[src/rtl/compass_sequencer.sv]
// compass_sequencer: schedules magnetometer reads, reduces |X|,|Y| to a clamped
// octant ratio by repeated subtraction, and folds the atan ROM angle into a heading.
module compass_sequencer #(
    parameter int SAMPLE_PERIOD = 1000000,
    parameter int GO_WIDTH      = 100,
    parameter int RD_TIMEOUT    = 2000000
) (
    input  logic        clk,
    input  logic        reset_l,
    input  logic        enable,
    input  logic        sample_now,
    output logic        go,
    input  logic        rd_done,
    input  logic [15:0] x_data,
    input  logic [15:0] y_data,
    output logic [7:0]  rom_addr,
    input  logic [7:0]  rom_data,
    output logic [9:0]  heading,
    output logic        heading_valid,
    output logic        busy,
    output logic        timeout_err
);

    localparam int PW   = (SAMPLE_PERIOD > 1) ? $clog2(SAMPLE_PERIOD) : 1;
    localparam int TMAX = (RD_TIMEOUT > GO_WIDTH) ? RD_TIMEOUT : GO_WIDTH;
    localparam int TW   = $clog2(TMAX + 1);

    localparam logic [PW-1:0] PERIOD_LAST = PW'(SAMPLE_PERIOD - 1);
    localparam logic [TW-1:0] GO_LAST     = TW'(GO_WIDTH - 1);
    localparam logic [TW-1:0] RD_LIMIT    = TW'(RD_TIMEOUT);
    localparam logic [3:0]    Q_MAX       = 4'd9;
    localparam logic [7:0]    ADDR_MID    = 8'd9;

    typedef enum logic [2:0] {
        IDLE, GO, WAIT_RD, LATCH, DIVIDE, ROM_ADDR, ROM_WAIT, OUTPUT
    } state_t;

    state_t        state_q, state_d;
    logic [PW-1:0] period_q, period_d;
    logic          pending_q, pending_d;
    logic [TW-1:0] timer_q, timer_d;
    logic [15:0]   x_q, x_d, y_q, y_d;
    logic [14:0]   rem_q, rem_d, small_q, small_d;
    logic [3:0]    quot_q, quot_d;
    logic [1:0]    quad_q, quad_d;
    logic          ymaj_q, ymaj_d, equal_q, equal_d;
    logic [7:0]    rom_addr_q, rom_addr_d;
    logic [9:0]    heading_q, heading_d;

    logic [14:0]   ax, ay, bigAbs, smallAbs;
    logic [9:0]    angle, folded;
    logic          wrap;

    function automatic logic [14:0] absSat(input logic [15:0] v);
        logic [15:0] neg;
        neg = 16'd0 - v;
        if (!v[15])             return v[14:0];
        else if (v == 16'h8000) return 15'h7fff;
        else                    return neg[14:0];
    endfunction

    assign ax       = absSat(x_q);
    assign ay       = absSat(y_q);
    assign bigAbs   = (ax > ay) ? ax : ay;
    assign smallAbs = (ax > ay) ? ay : ax;
    assign wrap     = enable && (period_q == PERIOD_LAST);

    // Quadrant fold of the first-quadrant ROM angle; 360 wraps back to north.
    always_comb begin
        angle  = {2'b00, rom_data};
        folded = angle;
        case (quad_q)
            2'd1:    folded = 10'd180 - angle;
            2'd2:    folded = 10'd180 + angle;
            2'd3:    folded = (angle == 10'd0) ? 10'd0 : 10'd360 - angle;
            default: folded = angle;
        endcase
    end

    always_comb begin
        state_d       = state_q;
        pending_d     = pending_q;
        timer_d       = timer_q;
        x_d           = x_q;
        y_d           = y_q;
        rem_d         = rem_q;
        small_d       = small_q;
        quot_d        = quot_q;
        quad_d        = quad_q;
        ymaj_d        = ymaj_q;
        equal_d       = equal_q;
        rom_addr_d    = rom_addr_q;
        heading_d     = heading_q;
        go            = 1'b0;
        heading_valid = 1'b0;
        timeout_err   = 1'b0;
        period_d      = (enable && !wrap) ? period_q + 1'b1 : '0;

        case (state_q)
            IDLE: begin
                if (pending_q) begin
                    pending_d = 1'b0;
                    timer_d   = '0;
                    state_d   = GO;
                end
            end
            GO: begin
                go = 1'b1;
                if (timer_q == GO_LAST) begin
                    timer_d = '0;
                    state_d = WAIT_RD;
                end else begin
                    timer_d = timer_q + 1'b1;
                end
            end
            WAIT_RD: begin
                if (rd_done) begin
                    x_d     = x_data;
                    y_d     = y_data;
                    state_d = LATCH;
                end else if (timer_q == RD_LIMIT) begin
                    timeout_err = 1'b1;
                    state_d     = IDLE;
                end else begin
                    timer_d = timer_q + 1'b1;
                end
            end
            LATCH: begin
                rem_d   = bigAbs;
                small_d = smallAbs;
                ymaj_d  = ay > ax;
                equal_d = ax == ay;
                quad_d  = {y_q[15], x_q[15] ^ y_q[15]};
                quot_d  = (smallAbs == 15'd0) ? Q_MAX : 4'd0;
                state_d = DIVIDE;
            end
            // Ratio is clamped at 9, so the subtraction loop never runs away on small=0.
            DIVIDE: begin
                if (quot_q < Q_MAX && rem_q >= small_q) begin
                    rem_d  = rem_q - small_q;
                    quot_d = quot_q + 4'd1;
                end else begin
                    if (equal_q)     rom_addr_d = ADDR_MID;
                    else if (ymaj_q) rom_addr_d = ADDR_MID + {4'd0, quot_q};
                    else             rom_addr_d = ADDR_MID - {4'd0, quot_q};
                    state_d = ROM_ADDR;
                end
            end
            ROM_ADDR: state_d = ROM_WAIT;
            ROM_WAIT: state_d = OUTPUT;
            OUTPUT: begin
                heading_valid = 1'b1;
                heading_d     = folded;
                state_d       = IDLE;
            end
            default: state_d = IDLE;
        endcase

        if (sample_now || wrap) pending_d = 1'b1;
    end

    always_ff @(posedge clk or negedge reset_l) begin
        if (!reset_l) begin
            state_q    <= IDLE;
            period_q   <= '0;
            pending_q  <= 1'b0;
            timer_q    <= '0;
            x_q        <= '0;
            y_q        <= '0;
            rem_q      <= '0;
            small_q    <= '0;
            quot_q     <= '0;
            quad_q     <= '0;
            ymaj_q     <= 1'b0;
            equal_q    <= 1'b0;
            rom_addr_q <= '0;
            heading_q  <= '0;
        end else begin
            state_q    <= state_d;
            period_q   <= period_d;
            pending_q  <= pending_d;
            timer_q    <= timer_d;
            x_q        <= x_d;
            y_q        <= y_d;
            rem_q      <= rem_d;
            small_q    <= small_d;
            quot_q     <= quot_d;
            quad_q     <= quad_d;
            ymaj_q     <= ymaj_d;
            equal_q    <= equal_d;
            rom_addr_q <= rom_addr_d;
            heading_q  <= heading_d;
        end
    end

    // The new heading is shown during OUTPUT so it coincides with heading_valid.
    assign heading  = (state_q == OUTPUT) ? folded : heading_q;
    assign rom_addr = rom_addr_q;
    assign busy     = (state_q != IDLE);

endmodule

[config.mk]
export PLATFORM = sky130hd
export DESIGN_NAME = compass_sequencer
export DESIGN_NICKNAME = d
export VERILOG_FILES = /design/src/rtl/compass_sequencer.sv
export SDC_FILE = /design/constraint.sdc
export NUM_CORES = 1
export LEC_CHECK = 0
export ABC_AREA = 1
export BUFFER_PORTS_ARGS = -buffer_cell sky130_fd_sc_hd__buf_4
export CAP_MARGIN = 20
export CORE_MARGIN = 2
export CORE_UTILIZATION = 30
export CTS_CLUSTER_SIZE = 40
export DETAILED_ROUTE_END_ITERATION = 6
export MAX_ROUTING_LAYER = met4
export PLACE_DENSITY_LB_ADDON = 0.08
export REMOVE_ABC_BUFFERS = 1
export SLEW_MARGIN = 20
export SYNTH_ARGS = -nofsm -noshare
export SYNTH_HDL_FRONTEND = slang
export SYNTH_SLANG_ARGS = --single-unit
export TNS_END_PERCENT = 5
[constraint.sdc]
create_clock -name clk -period 7.2 [get_ports clk]
set_input_delay 1.44 -clock clk [delete_from_list [all_inputs] [get_ports clk]]
set_output_delay 1.44 -clock clk [all_outputs]
set_load 0.02 [all_outputs]
Word level (Yosys, flattened, before mapping)
Index checks and enable logic that the tools add are counted.
Storage, ports and cells
  word-level logic and storage cells: 106
  register bits: 133
  output and inout port bits: 22
  input bits: 45
Cells by class
  equal/unequal tests: 23
  bitwise operators: 2
  mux-type cells: 35
  add/sub/neg operators: 11
  reductions and logical operators: 17
  magnitude comparators: 4
Operators with widths (number)
  $mux W15: 7
  $mux W21: 4
  $pmux W21 S3: 1
  $eq A16 B16 Y1 const B: 2
  $gt A15 B15 Y1: 2
  $pmux W10 S3: 1
  $pmux W15 S2: 1
  $sub A1 B15 Y15 const A: 2
  $pmux W3 S8: 1
  $add A21 B1 Y21 const B: 1
  $eq A21 B21 Y1 const B: 1
  $eq A21 B7 Y1 const B: 1
  $add A20 B1 Y20 const B: 1
  $eq A20 B20 Y1 const B: 1
  $mux W10: 2
  $mux W20: 1
  $mux W8: 2
  $eq A15 B15 Y1: 1
  $ge A15 B15 Y1: 1
  $logic_not A15 Y1: 1
  $mux W3: 5
  $sub A15 B15 Y15: 1
  $eq A3 B3 Y1 const B: 4
  $ne A2 B2 Y1 const B: 6
  other kinds (26): 42

Longest topological paths before layout
  depth after elaboration: 8
  mapped depth: 30
  gate-level depth less buffers: 30

Least setup slack after synthesis
No wires, ideal clock.
  kind: input-to-output
  start: in rom_data[5]
  end: out heading[4]
  required time: 5.760 ns
  arrival: 2.894 ns
  setup slack: 2.866 ns
  buffers on the path: 1
  cell stages on the path: 11
  cells stage by stage: clkbuf_1 > nor2_1 > inv_1 > nor3_1 > nand3_1 > nand2_1 > inv_1 > nand3_1 > o311ai_0 > a21oi_1 > o21ai_0
Between the ends
  longest elaborated chain between the ends: 4
RTL lines
  from (decl): line 17  | input logic [7:0] rom_data,
  $logic_not A8 Y1: line 75  | 2'd3: folded = (angle == 10'd0) ? 10'd0 : 10'd360 - angle;
  $mux W10: line 75
  $pmux W10 S3: line 72  | case (quad_q)
  $mux W10
  to (decl): line 18  | output logic [9:0] heading,
Every way passes these cells.

Worst setup path in the final report
  start: in rom_data[2]
  end: out heading[9]
Between the ends
  longest elaborated chain between the ends: 4
RTL lines (line)
  $sub A9 B8 Y10 or $logic_not A8 Y1 (tied branches): 75
  $mux W10: 75
  $pmux W10 S3 (*): 72
  $mux W10 (*)
Every way passes the cells marked *; elsewhere a longest branch is shown, timed or not.

==> results.md <==
* Yosys warns at 0
* EDFF count, synth at 0
* First-pass GRT wire length at 43770 um
* Dominant cells by area after synthesis: dfrtp_1 (35%), nand2_1 (15%), inv_1 (6.7%)
* PD cells at 468.8 mW/mm^2
* Largest net degree at the start of global routing at 62
* CP max FO at 7
* Hold Crit Class: flop to flop
* Number of iterations in the first detailed-routing pass at 5
* Critical-path cell list: buf_4, inv_1, ha_1, a21oi_1, inv_1, o31ai_1, nand3_1, o21ai_0, buf_4
* Vias in the first global route at 8468
* Top FF cell, synth: dfrtp_1
* Overflow after GRT at 0
* Critical path required time at 5.76 ns
* Clock tree root driver cell: clkbuf_16
* Top cell type by total area after synthesis: dfrtp_1
* Tcrit/Tclk final at 63.31%
* Die area at 0.03241 sq mm
* CP Buf/Inv Count at 4
* Final Skew at 0.01007 ns
* Tmin final at 4.558 ns
* Worst-path clk slew at 0.05 ns
* FMAX at 219.4 MHz
* RSZ-0062 raised after global routing: false
* Slew margin rel. at 47.04%
* Setup Fix Bufs, Post-CTS at 0
* Syn avg cell area at 6.942 sq um
* Most frequent cell after synthesis: nand2_1
* Sequential cell area fraction in the yosys report at 35.27%
* Max Cap Viol at 0
* Final Hold Vio Count at 0
* Synth Register Bits at 131
* H-tree levels at 4
* Drt drc at 0
* IO buf count at 66
* Starting Density at 30.39%
* Main combinational cell family by area after synthesis: simple AND/OR/NAND/NOR gates
* CP startpoint kind: input port
* Crit path capture type: output port
* Area of the mapped netlist at 0.009295 sq mm
* Outcome: finished clean
* Synth Area in Adders at 6.138%
* Clock buffer count from CTS at 17
* Max VDD drop at 0.1901 mV
* RePlAce Congestion at 0.8455
* Antenna viol nets, final at 0
* Area delta synth->final at 15.08%
* Synth Area in XOR/XNOR at 2.544%
* Die span in x at 180.0 um
* Cell count after synthesis at 1339
* Layout cells sized above 1 at 11.73%
* Synth Area in Compound Gates at 14.28%
* CORE AREA at 0.03059 sq mm
* N_diodes at 0
* Max Root-Sink Buffers at 2
* Multiplexer share of the synthesized area at 0.4846%
* HPWL Detailed at 19490 um
* Worst-Margin Slew at 0.7936 ns
* Yosys cell types at 57
* Vias/cell at 4.735
* Pins Over Slew Limit at 0
* I/O pins at 67
* Post-CTS sizing at 0
* Top delay family on crit path: compound AO/OA/AOI/OAI gates
* Crit path arrival time at 3.12 ns
* 1st-iter DRT viols at 460
* Detailed Route WL at 26060 um
* Final Core Density at 34.97%
* Die Y at 180.0 um
* Setup Viol. Count Final at 0
* Leakage at 5.309 nW
* Std cell rows at 64
* Type of the worst setup path: input port to output port
* Slowest Stage Delay on Critical Path at 0.28 ns
* Area share of the largest cell type after synthesis at 35.27%
* Final #Nets at 1485
* Overall Global Routing Usage at 17.20%
* FFs w/ async S/R, synth at 100.0%
* CTS tree: yes
* Routed WL per cell at 14.46 um
* Sink Count at 131
* Post-CTS Hold Buffers at 0
* Vias at 8537
* Slowest cell on crit path: o31ai_1
* Post-synthesis simple-gate area fraction at 32.00%
* Synth cell count leaders: nand2_1 (361), inv_1 (166), nor2_1 (148)
* Initial antenna violation count at 0
* Clock Latency Late Sink at 0.44 ns
* Fillers at 3351
* Fin Setup TNS at 0 ns
## cell type report
type,count,area (sq um),area share [%]
flip-flops and latches,131,3278,30.65
well taps,396,495.5,4.632
multi-input cells,996,5156,48.20
clock inverters,10,83.83,0.7837
inverters,176,660.6,6.176
clock buffers,21,470.5,4.398
repair buffers,73,551.8,5.159
## power by group
| part | switching [mW] | internal [mW] | total [mW] |
|---|---|---|---|
| registers | 0.159 | 0.972 | 1.13 |
| clock network | 0.339 | 0.496 | 0.835 |
| logic | 2.06 | 0.990 | 3.05 |
## state kept, by name (all words and copies together) (netlist names)
signal,count
y_q,16
timer_q,21
x_q,16
quot_q,4
equal_q,1
rom_addr,6
period_q,20
small_q,15
heading_q,10
pending_q,1
state_q,3
quad_q,2
ymaj_q,1
rem_q,15
## worst min-delay path, cell delays in order (launching register included)
cell and delay, ns:
dfrtp_1 0.34, nand2_1 0.06, nand2_1 0.05
## per-layer routing
layer,vias up,track usage (%),routed length [um]
li1,4471,-,-
met1,3921,22.99,13120
met2,134,27.26,11890
met3,11,3.133,870
met4,0,3.742,186
met5,-,-,0
## path summary, 6_finish.rpt
kind | endpoint | depth (start not counted) | slack, ns | startpoint
setup / recovery | heading[9] | 9 | 2.64 | rom_data[2]
hold / removal | rom_addr[1]$_DFFE_PN0P_ | 2 | 0.47 | rom_addr[1]$_DFFE_PN0P_
setup reg to reg | quot_q[3]$_DFFE_PN0P_ | 22 | 3.21 | x_q[15]$_DFFE_PN0P_
hold reg to reg | rom_addr[1]$_DFFE_PN0P_ | 2 | 0.47 | rom_addr[1]$_DFFE_PN0P_
max in group asynchronous | x_q[13]$_DFFE_PN0P_ | 2 | 5.24 | reset_l
min in group asynchronous | rem_q[1]$_DFFE_PN0P_ | 1 | 0.98 | reset_l
## cells in the final DEF (no fill, tap or decap), types with 10 or more instances in the layout
master / Yosys / final
inv_1: 166 / 166
xor2_1: 23 / 23
nand4_1: 15 / 15
a21oi_1: 93 / 93
nand3_1: 77 / 77
nand2_1: 361 / 360
buf_4: 7 / 72
nor3_1: 26 / 26
nor4_1: 10 / 10
dfrtp_1: 131 / 131
o21ai_1: 14 / 14
ha_1: 44 / 44
nor2_1: 148 / 148
o21ai_0: 85 / 85
clkbuf_16: 0 / 17
## cell families after synthesis
| group | Yosys count |
|---|---|
| mux | 4 |
| flops | 131 |
| buf+inv | 212 |
| simple gates | 683 |
| compound gates | 237 |
| xor+xnor | 27 |
| fa+ha+maj | 45 |
## metrics by stage
stage          std cells  hold slack, ns  instance area [sq um]  worst slack (ns)  power, mW
5_1_grt             1803          0.5012                  10700             2.355      5.577
2_1_floorplan       1303          0.4483                   9092             2.884      3.277
3_5_place_dp        1772          0.4620                  10140             2.624      4.211
4_1_cts             1803          0.4771                  10700             2.614      5.083
3_3_place_gp        1772          0.4649                  10140             2.627      4.217
6_report            1803          0.4706                  10700             2.642      5.015
Note: power is estimated with default switching activity, not from simulation.
